<file path="src/rtl/phase_to_freq.sv">
// Converts a 32-bit NCO phase increment back to an integer frequency in Hz:
// round(phase_word * CLK_HZ / 2^32), computed with a 32-step shift-add multiplier.
module phase_to_freq #(
    parameter int unsigned CLK_HZ = 122880000,
    parameter int unsigned PW     = 32
) (
    input  logic          clock,
    input  logic          reset,
    input  logic [PW-1:0] phase_word,
    input  logic          phase_valid,
    output logic          ready,
    output logic [31:0]   frequency_HZ,
    output logic          freq_valid
);

    localparam int unsigned ACC_W = 60;
    localparam int unsigned CNT_W = 6;

    localparam logic [1:0] ST_IDLE  = 2'd0;
    localparam logic [1:0] ST_MULT  = 2'd1;
    localparam logic [1:0] ST_ROUND = 2'd2;

    localparam logic [CNT_W-1:0] LAST_STEP = CNT_W'(PW - 1);

    logic [1:0]       state_q, state_d;
    logic [PW-1:0]    sr_q, sr_d;
    logic [ACC_W-1:0] acc_q, acc_d;
    logic [ACC_W-1:0] mc_q, mc_d;
    logic [CNT_W-1:0] cnt_q, cnt_d;
    logic [31:0]      freq_q, freq_d;
    logic             fvld_q, fvld_d;

    // Half-up rounding: add 2^31 and keep bits [63:32]. The product is below
    // 2^59, so the 64-bit sum never carries past the result field.
    logic [63:0] round_sum;
    logic        unused_round_lo;

    assign round_sum       = {{(64-ACC_W){1'b0}}, acc_q} + 64'h0000_0000_8000_0000;
    assign unused_round_lo = ^round_sum[31:0];

    always_comb begin
        state_d = state_q;
        sr_d    = sr_q;
        acc_d   = acc_q;
        mc_d    = mc_q;
        cnt_d   = cnt_q;
        freq_d  = freq_q;
        fvld_d  = 1'b0;
        case (state_q)
            ST_IDLE: begin
                if (phase_valid) begin
                    sr_d    = phase_word;
                    acc_d   = '0;
                    mc_d    = ACC_W'(CLK_HZ);
                    cnt_d   = '0;
                    state_d = ST_MULT;
                end
            end
            ST_MULT: begin
                if (sr_q[0]) begin
                    acc_d = acc_q + mc_q;
                end
                sr_d  = sr_q >> 1;
                mc_d  = mc_q << 1;
                cnt_d = cnt_q + 1'b1;
                if (cnt_q == LAST_STEP) begin
                    state_d = ST_ROUND;
                end
            end
            ST_ROUND: begin
                freq_d  = round_sum[63:32];
                fvld_d  = 1'b1;
                state_d = ST_IDLE;
            end
            default: begin
                state_d = ST_IDLE;
            end
        endcase
    end

    always_ff @(posedge clock or posedge reset) begin
        if (reset) begin
            state_q <= ST_IDLE;
            sr_q    <= '0;
            acc_q   <= '0;
            mc_q    <= '0;
            cnt_q   <= '0;
            freq_q  <= '0;
            fvld_q  <= 1'b0;
        end else begin
            state_q <= state_d;
            sr_q    <= sr_d;
            acc_q   <= acc_d;
            mc_q    <= mc_d;
            cnt_q   <= cnt_d;
            freq_q  <= freq_d;
            fvld_q  <= fvld_d;
        end
    end

    assign ready        = (state_q == ST_IDLE);
    assign frequency_HZ = freq_q;
    assign freq_valid   = fvld_q;

endmodule

</file>
<file path="config.mk">
export PLATFORM = sky130hd
export DESIGN_NAME = phase_to_freq
export DESIGN_NICKNAME = d
export VERILOG_FILES = /design/src/rtl/phase_to_freq.sv
export SDC_FILE = /design/constraint.sdc
export NUM_CORES = 1
export LEC_CHECK = 0
export CAP_MARGIN = 20
export CORE_MARGIN = 2
export CORE_UTILIZATION = 55
export DETAILED_ROUTE_END_ITERATION = 8
export PLACE_DENSITY = 0.84
export SYNTH_ARGS = -nofsm -noshare
export SYNTH_HDL_FRONTEND = slang
export SYNTH_SLANG_ARGS = --single-unit
</file>
<file path="constraint.sdc">
create_clock -name clock -period 6.07 [get_ports clock]
set_input_delay 1.214 -clock clock [delete_from_list [all_inputs] [get_ports clock]]
set_output_delay 1.214 -clock clock [all_outputs]
set_load 0.05 [all_outputs]
</file>
After elaboration in Yosys (flattened, before gate mapping)
Cells that the tools add are included.
- bits in registers: 193
- input bits: 35
- output and inout bits: 34
- logic and storage cells: 34
- add/subtract/negate cells: 3
- eq/ne operators: 6
- multiplexer cells: 13
- reduce and logical (&&, ||, !) cells: 5
- operators with widths (kind ; count):
    60-bit one-hot mux with 2 select lines ; 2
    60-bit 2-to-1 mux ; 3
    32-bit one-hot mux with 2 select lines ; 1
    60-bit by 32-bit adder with 61-bit output (second input constant) ; 1
    60-bit adder ; 1
    32-bit 2-to-1 mux ; 1
    6-bit one-hot mux with 2 select lines ; 1
    6-bit by 1-bit adder with 6-bit output (second input constant) ; 1
    6-bit by 5-bit equality test with 1-bit output (second input constant) ; 1
    6-bit 2-to-1 mux ; 1
    2-bit != test (second input constant) ; 3
    2-bit 2-to-1 mux ; 2
    2-bit one-hot mux with 2 select lines ; 1
    2-bit AND reduction ; 2
    3-bit AND reduction ; 1
    2-bit by 1-bit equality test with 1-bit output (second input constant) ; 1
    2-bit equality test (second input constant) ; 1
    2-bit zero test ; 1
    2-bit nonzero test ; 1
    1-bit 2-to-1 mux ; 1

Logic depth before layout (Yosys ltp)
Gate-level depths: netlist of the first run.
- word-level depth: 3
- gate-level depth with buffers: 11
- depth with buffers taken out: 11

Worst setup path after synthesis of the first run
OpenSTA, ideal clock, no wires.
- path kind: register to output
- start: register state_q[0]
- end: output port ready
- arrival: 1.607 ns
- required time: 4.856 ns
- setup slack: 3.249 ns
- stages on the path, launching flop included: 5
- path buffers: 3
- cells stage by stage: dfrtp_1 -> clkbuf_1 -> clkbuf_1 -> clkbuf_1 -> nor2_1
- cells in the longest elaborated chain, start to end: 1
- RTL lines (what ; line ; text):
    from (decl) ; 25 ; logic [1:0] state_q, state_d;
    from (signal assigned) ; 91 ; state_q <= state_d;
    2-bit zero test ; 101 ; assign ready = (state_q == ST_IDLE);
    to (decl) ; 11 ; output logic ready,
No other way between the ends.

Worst setup path in the final report of the first run
- start: register mc_q[16]
- end: register acc_q[46]
- cells in the longest elaborated chain, start to end: 3
- RTL lines (what ; line ; text):
    from (decl) ; 28 ; logic [ACC_W-1:0] mc_q, mc_d;
    from (signal assigned) ; 94 ; mc_q <= mc_d;
    60-bit adder ; 61 ; acc_d = acc_q + mc_q;
    60-bit 2-to-1 mux ; 60 ; if (sr_q[0]) begin
    60-bit one-hot mux with 2 select lines ; 49 ; case (state_q)
    to (signal assigned) ; 85 ; acc_q <= '0;
    to (signal assigned) ; 93 ; acc_q <= acc_d;
    to (decl) ; 27 ; logic [ACC_W-1:0] acc_q, acc_d;
No other way between the ends. The select of a mux whose other input is x is not followed.
A chain may end at the register's enable or synchronous reset.

==> results of run 1 <==
==> synth_stat cells (all sizes together), types with 2 or more instances <==
master and instances:
a31oi 9, and3b 18, dfrtp 158, nor2b 17
a22o 42, clkbuf 59, or4 2, mux2i 4
nor3 7, o31ai 4, or2 7, a21oi 87
and2 4, o21a 2, and3 12, nor4 4
nor3b 4, a21o 20, a22oi 13, nand2b 5
o211ai 3, buf 7, o21ai 125, or3 4
o41ai 3, o22a 6, xor2 33, o21bai 14
ha 45, nand4 18, nor2 31, nand3 17
inv 19, nand2 141, mux2 2, a211oi 7
xnor2 33
==> worst max-delay path, stage by stage, from the launching register on <==
cell and delay (ns):
dfrtp_1 0.40, ha_1 0.23, fa_1 0.42, a21o_1 0.18, a21oi_1 0.23, o21ai_1 0.17, a41oi_1 0.52, o21ai_1 0.22
a211oi_1 0.40, o21bai_1 0.15, xnor2_1 0.15, o21ai_0 0.09
==> state kept, by name, summed over array words and instances, names as in the netlist <==
name          flops
acc_q            44
mc_q             44
sr_q             32
frequency_HZ     29
cnt_q             6
state_q           2
freq_valid        1
==> area by class of cell <==
| type | count | area [µm²] |
|---|---|---|
| repair buffers | 73 | 711 |
| well taps | 220 | 275 |
| inverters | 19 | 76.3 |
| clock buffers | 18 | 429 |
| multi-input cells | 763 | 4930 |
| clock inverters | 11 | 121 |
| fillers | 1392 | 5970 |
| flip-flops and latches | 158 | 3950 |
==> per-stage QoR <==
stage / cells / hold slack (ns)
after CTS: 1262 / 0.483
final: 1262 / 0.474
after global placement: 1233 / 0.459
after detailed placement: 1233 / 0.469
after global routing: 1262 / 0.498
after floorplan: 1006 / 0.450
==> logic make-up after synthesis <==
family	count (synthesis)	synth area share, %
AOI/OAI and AO/OA	350	24.3
buffers and inverters	85	3.62
adders and majority gates	46	6.34
muxes	6	0.680
and+or+nand+nor	292	15.8
other	1	0.0408
xor gates and xnor gates	66	6.28
DFF	158	43.0
==> worst max-delay path by stage <==
stage	to	slack, ns	cells past startpoint	startpoint
final	acc_q[46]$_DFFE_PP0P_	2.77	11	mc_q[16]$_DFFE_PP0P_
after global placement	cnt_q[5]$_DFFE_PP0P_	2.72	6	phase_valid
after floorplan	acc_q[16]$_DFFE_PP0P_	0.59	1	reset
after CTS	ready	2.77	3	state_q[1]$_DFFE_PP0P_
after global routing	acc_q[46]$_DFFE_PP0P_	2.47	11	mc_q[16]$_DFFE_PP0P_
after detailed placement	cnt_q[5]$_DFFE_PP0P_	2.64	6	phase_valid
==> power groups by stage <==
stage	clock network, mW	logic [mW]	registers [mW]
finish	1.02	2.09	1.74
CTS	1.03	2.08	1.74
floorplan	0	1.67	1.67
detailed placement	0	2.06	1.75
global route	1.08	2.34	1.79
global placement	0	2.00	1.73
==> cell usage in the layout, fill, tap and decap left out, types with 14 or more instances in the layout <==
cell             instances
nand4_1                 17
nand3_1                 17
nor2b_1                 16
and3b_1                 18
o21bai_1                14
clkdlybuf4s50_1         65
dfrtp_1                158
clkbuf_16               17
o21ai_0                119
xnor2_1                 33
inv_1                   18
a21o_1                  20
xor2_1                  33
nor2_1                  31
a22o_1                  42
a21oi_1                 86
ha_1                    45
nand2_1                141
==> metal layers <==
| metal | vias up | GRT usage, % |
|---|---|---|
| met5 | - | 0 |
| met4 | 0 | 6.50 |
| met3 | 25 | 4.19 |
| met2 | 176 | 39.7 |
| met1 | 3676 | 30.9 |
| li1 | 3667 | - |
==> impl_metrics.ini, run 1 <==
[final_layout]
antenna_cells = 0
utilization_pct = 63.8
finalInstanceArea_um2 = 10500
nNetsFinal = 1113
synthToLayoutAreaGrowth_pct = 14.1
drive_gt1_share_pct = 5.47

[run]
cap_violations = 0

[min_path]
hold_path_startpoint = frequency_HZ[23]$_DFFE_PP0P_
holdPathEnd = frequency_HZ[23]$_DFFE_PP0P_
min_path_cells = 2
hold_class = reg2reg

[detailed_routing]
vias_per_cell = 5.98
drt-total-wl_um = 20200
highest_layer = met4
first_pass_iters = 5
drtIter0Drc = 404
dr_wl_met2_um = 9790
num_vias = 7544
wl_met1_um = 9280
drtAntennaViolNets = 0
wl_met3_um = 841
drc = 0
wl_per_cell_um = 16.0

[synthesis]
synth_cells = 1004
yosysTopAreaCell = dfrtp_1
ys_seq_area_share_pct = 43.0
async_flop_share_pct = 100
synth.area.top_cells = dfrtp_1 (43%), o21ai_0 (6.5%), ha_1 (6.1%)
ys.warnings.count = 0
syn_area_um2 = 9200
yosys.area.top_type_share_pct = 43.0
avgSynthCellArea_um2 = 9.16
ys_ff_latch = 158
synth-main-ff-cell = dfrtp_1
synth_edf_count = 0
ys_types = 66

[clocking]
clk_pin_slew_worst_paths_ns = 0.07
cts_buffers = 17
cts_setup_buffers = 0
h-tree-depth = 4
numClockSinks = 158
clk-insertion-delay-late_ns = 0.43
cts_resized = 0
cts_tree = yes
cts_root_buffer = clkbuf_16
cts_buffer_depth = 2
hold_buffers = 0

[pwr]
p_total_mw = 4.86
combPwrFrac_pct = 43.1
seqPwrFrac_pct = 35.9
peakVddDrop_uv = 254
power.switching_mw = 2.01
internal-power_mw = 2.86
power_density_nw_per_um2 = 463
swShare_pct = 41.3
power.leakage_nw = 4.75
power_frac_clock_pct = 21.1

[critical_path]
rrSetupSlack_ns = 2.77
worstPathArrival_ns = 3.60
critPathKind = reg2reg
timing.rr.end = acc_q[46]$_DFFE_PP0P_
end_kind = flop
required_ns = 6.37
r2r_cells = 11
crit_fanout = 5
start_kind = flop
rr_startpoint = mc_q[16]$_DFFE_PP0P_

[timing]
fmax_mhz = 303
setup_violations = 0
rsz0062_at_grt = false
timing.final.ws_setup_ns = 2.77
finClkSkew_ns = 0.0105
slew-limit-headroom_pct = 27.6
finalMaxSlewViolations = 0
tightest_slew_ns = 1.08
hold_viol = 0
finalCriticalPeriod_ns = 3.30
fin_crit_sh_pct = 54.3
setup-tns-final_ns = 0

[grt]
grt_pass1_wl_um = 33900
track_usage_pct = 23.4
grt_pass1_vias = 7139
antenna_found_initial = 0
gr-total-overflow = 0
grt_max_degree = 62

[floorplan]
io_pins = 69
coreArea_um2 = 16500
placementRows = 47
start_util_pct = 55.9
chipWidth_um = 133
dieArea_um2 = 17800
dieHeight_um = 133

[run_status]
status = completed

[place]
place_ws_ns = 2.64
port_buffers = 65
place_congestion = 0.907
dpl_cell_area_um2 = 9950
dp_hpwl_um = 13800
Note: power is estimated with default switching activity, not from simulation.
==> run 2: changes to the inputs <==
==> constraint.sdc (replaced) <==
create_clock -name clock -period 3.2 [get_ports clock]
set_input_delay 0.64 -clock clock [delete_from_list [all_inputs] [get_ports clock]]
set_output_delay 0.64 -clock clock [all_outputs]
set_load 0.05 [all_outputs]
==> impl_metrics.ini, run 2 (synthesis gave the netlist of run 1 again) <==
[min_path]
hold_class = reg2reg
min_path_cells = 2

[pwr]
power.leakage_nw = 4.83
power_density_nw_per_um2 = 882
peakVddDrop_uv = 495

[critical_path]
required_ns = 3.49
start_kind = flop
end_kind = flop
r2r_cells = 12
crit_fanout = 5
critPathKind = reg2reg
worstPathArrival_ns = 3.30

[clocking]
clk_pin_slew_worst_paths_ns = 0.07
clk-insertion-delay-late_ns = 0.43
cts_setup_buffers = 0
numClockSinks = 158
cts_tree = yes
cts_root_buffer = clkbuf_16
cts_buffers = 17
hold_buffers = 0
cts_buffer_depth = 2
h-tree-depth = 4

[timing]
setup_violations = 0
hold_viol = 0
fin_crit_sh_pct = 94.1
finClkSkew_ns = 0.00574
tightest_slew_ns = 0.971
rsz0062_at_grt = false
finalCriticalPeriod_ns = 3.01
timing.final.ws_setup_ns = 0.190
finalMaxSlewViolations = 0
fmax_mhz = 332
setup-tns-final_ns = 0
slew-limit-headroom_pct = 35.3

[grt]
track_usage_pct = 24.4
antenna_found_initial = 0
gr-total-overflow = 0
grt_pass1_vias = 7314
grt_pass1_wl_um = 35500
grt_max_degree = 57

[final_layout]
nNetsFinal = 1123
synthToLayoutAreaGrowth_pct = 15.9
drive_gt1_share_pct = 7.20
layout_commonest_cell = dfrtp_1
final_cell_mix = dfrtp_1 (158), nand2_1 (141), o21ai_0 (119), a21oi_1 (84), clkdlybuf4s50_1 (65)
antenna_cells = 0
reg_top3 = acc_q (44), mc_q (44), sr_q (32)

[detailed_routing]
drc = 0
drtAntennaViolNets = 0
wl_per_cell_um = 16.2
drt-total-wl_um = 20700
vias_per_cell = 6.02
num_vias = 7670
first_pass_iters = 5
drtIter0Drc = 551

[place]
dp_hpwl_um = 14400
port_buffers = 65
place_ws_ns = 0.169
place_congestion = 0.919

[floorplan]
dieArea_um2 = 17800
dieHeight_um = 133
start_util_pct = 55.9
placementRows = 47
io_pins = 69
chipWidth_um = 133
coreArea_um2 = 16500

[run_status]
status = completed

[run]
cap_violations = 0
run 2: path summary, 6_finish.rpt:
check	from	end	slack, ns
min in group asynchronous	reset	sr_q[4]$_DFFE_PP0P_	0.56
max in group asynchronous	reset	frequency_HZ[19]$_DFFE_PP0P_	2.04
setup reg to reg	mc_q[16]$_DFFE_PP0P_	acc_q[48]$_DFFE_PP0P_	0.19
setup / recovery	mc_q[16]$_DFFE_PP0P_	acc_q[48]$_DFFE_PP0P_	0.19
hold / removal	frequency_HZ[12]$_DFFE_PP0P_	frequency_HZ[12]$_DFFE_PP0P_	0.48
hold reg to reg	frequency_HZ[12]$_DFFE_PP0P_	frequency_HZ[12]$_DFFE_PP0P_	0.48
run 2: layer usage:
metal,share of wire (%),track usage (%),routed length (µm)
met1,46,33.7,9510
met2,48,39.9,9940
met3,4.6,4.34,949
met4,1.2,6.86,254
met5,0,0,0
run 2: stage by stage:
step	cells	instance area (µm²)	power (mW)	hold slack [ns]	utilization (%)
after global placement	1243	10100	7.16	0.460	61.1
after CTS	1275	10600	9.37	0.484	64.6
after detailed placement	1243	10100	7.31	0.470	61.1
final	1275	10700	9.40	0.475	64.7
after floorplan	1006	9210	6.33	0.450	-
after global routing	1275	10700	10.1	0.503	64.7
run 2: timing repair:
item / 4_1_cts / 5_1_grt
endpoints found under the hold margin: 0 / 0
setup endpoints to repair: 0 / 4
resized for setup: 0 / 5
run 2: critical path, stage by stage, from the launching register on:
cell and delay (ns):
dfrtp_1 0.40, ha_1 0.23, fa_1 0.42, a21o_1 0.17
a21oi_1 0.22, o21ai_1 0.19, a41oi_1 0.23, buf_4 0.17
o21a_1 0.14, o21ai_1 0.23, a31oi_1 0.24, xnor2_1 0.13
o21ai_0 0.10
run 2: area by class of cell:
| type | count | area, µm² |
|---|---|---|
| clock buffer | 19 | 453 |
| clock inverter | 13 | 129 |
| fill | 1325 | 5800 |
| inverter | 19 | 75.1 |
| multi-input combinational | 763 | 4950 |
| sequential | 158 | 3950 |
| tap | 220 | 275 |
| timing repair buffer | 83 | 823 |
run 2: report_power, final:
part | internal [mW] | switching [mW]
clock | 1.13 | 0.877
combinational | 1.70 | 2.40
sequential | 2.64 | 0.660
total | 5.47 | 3.93
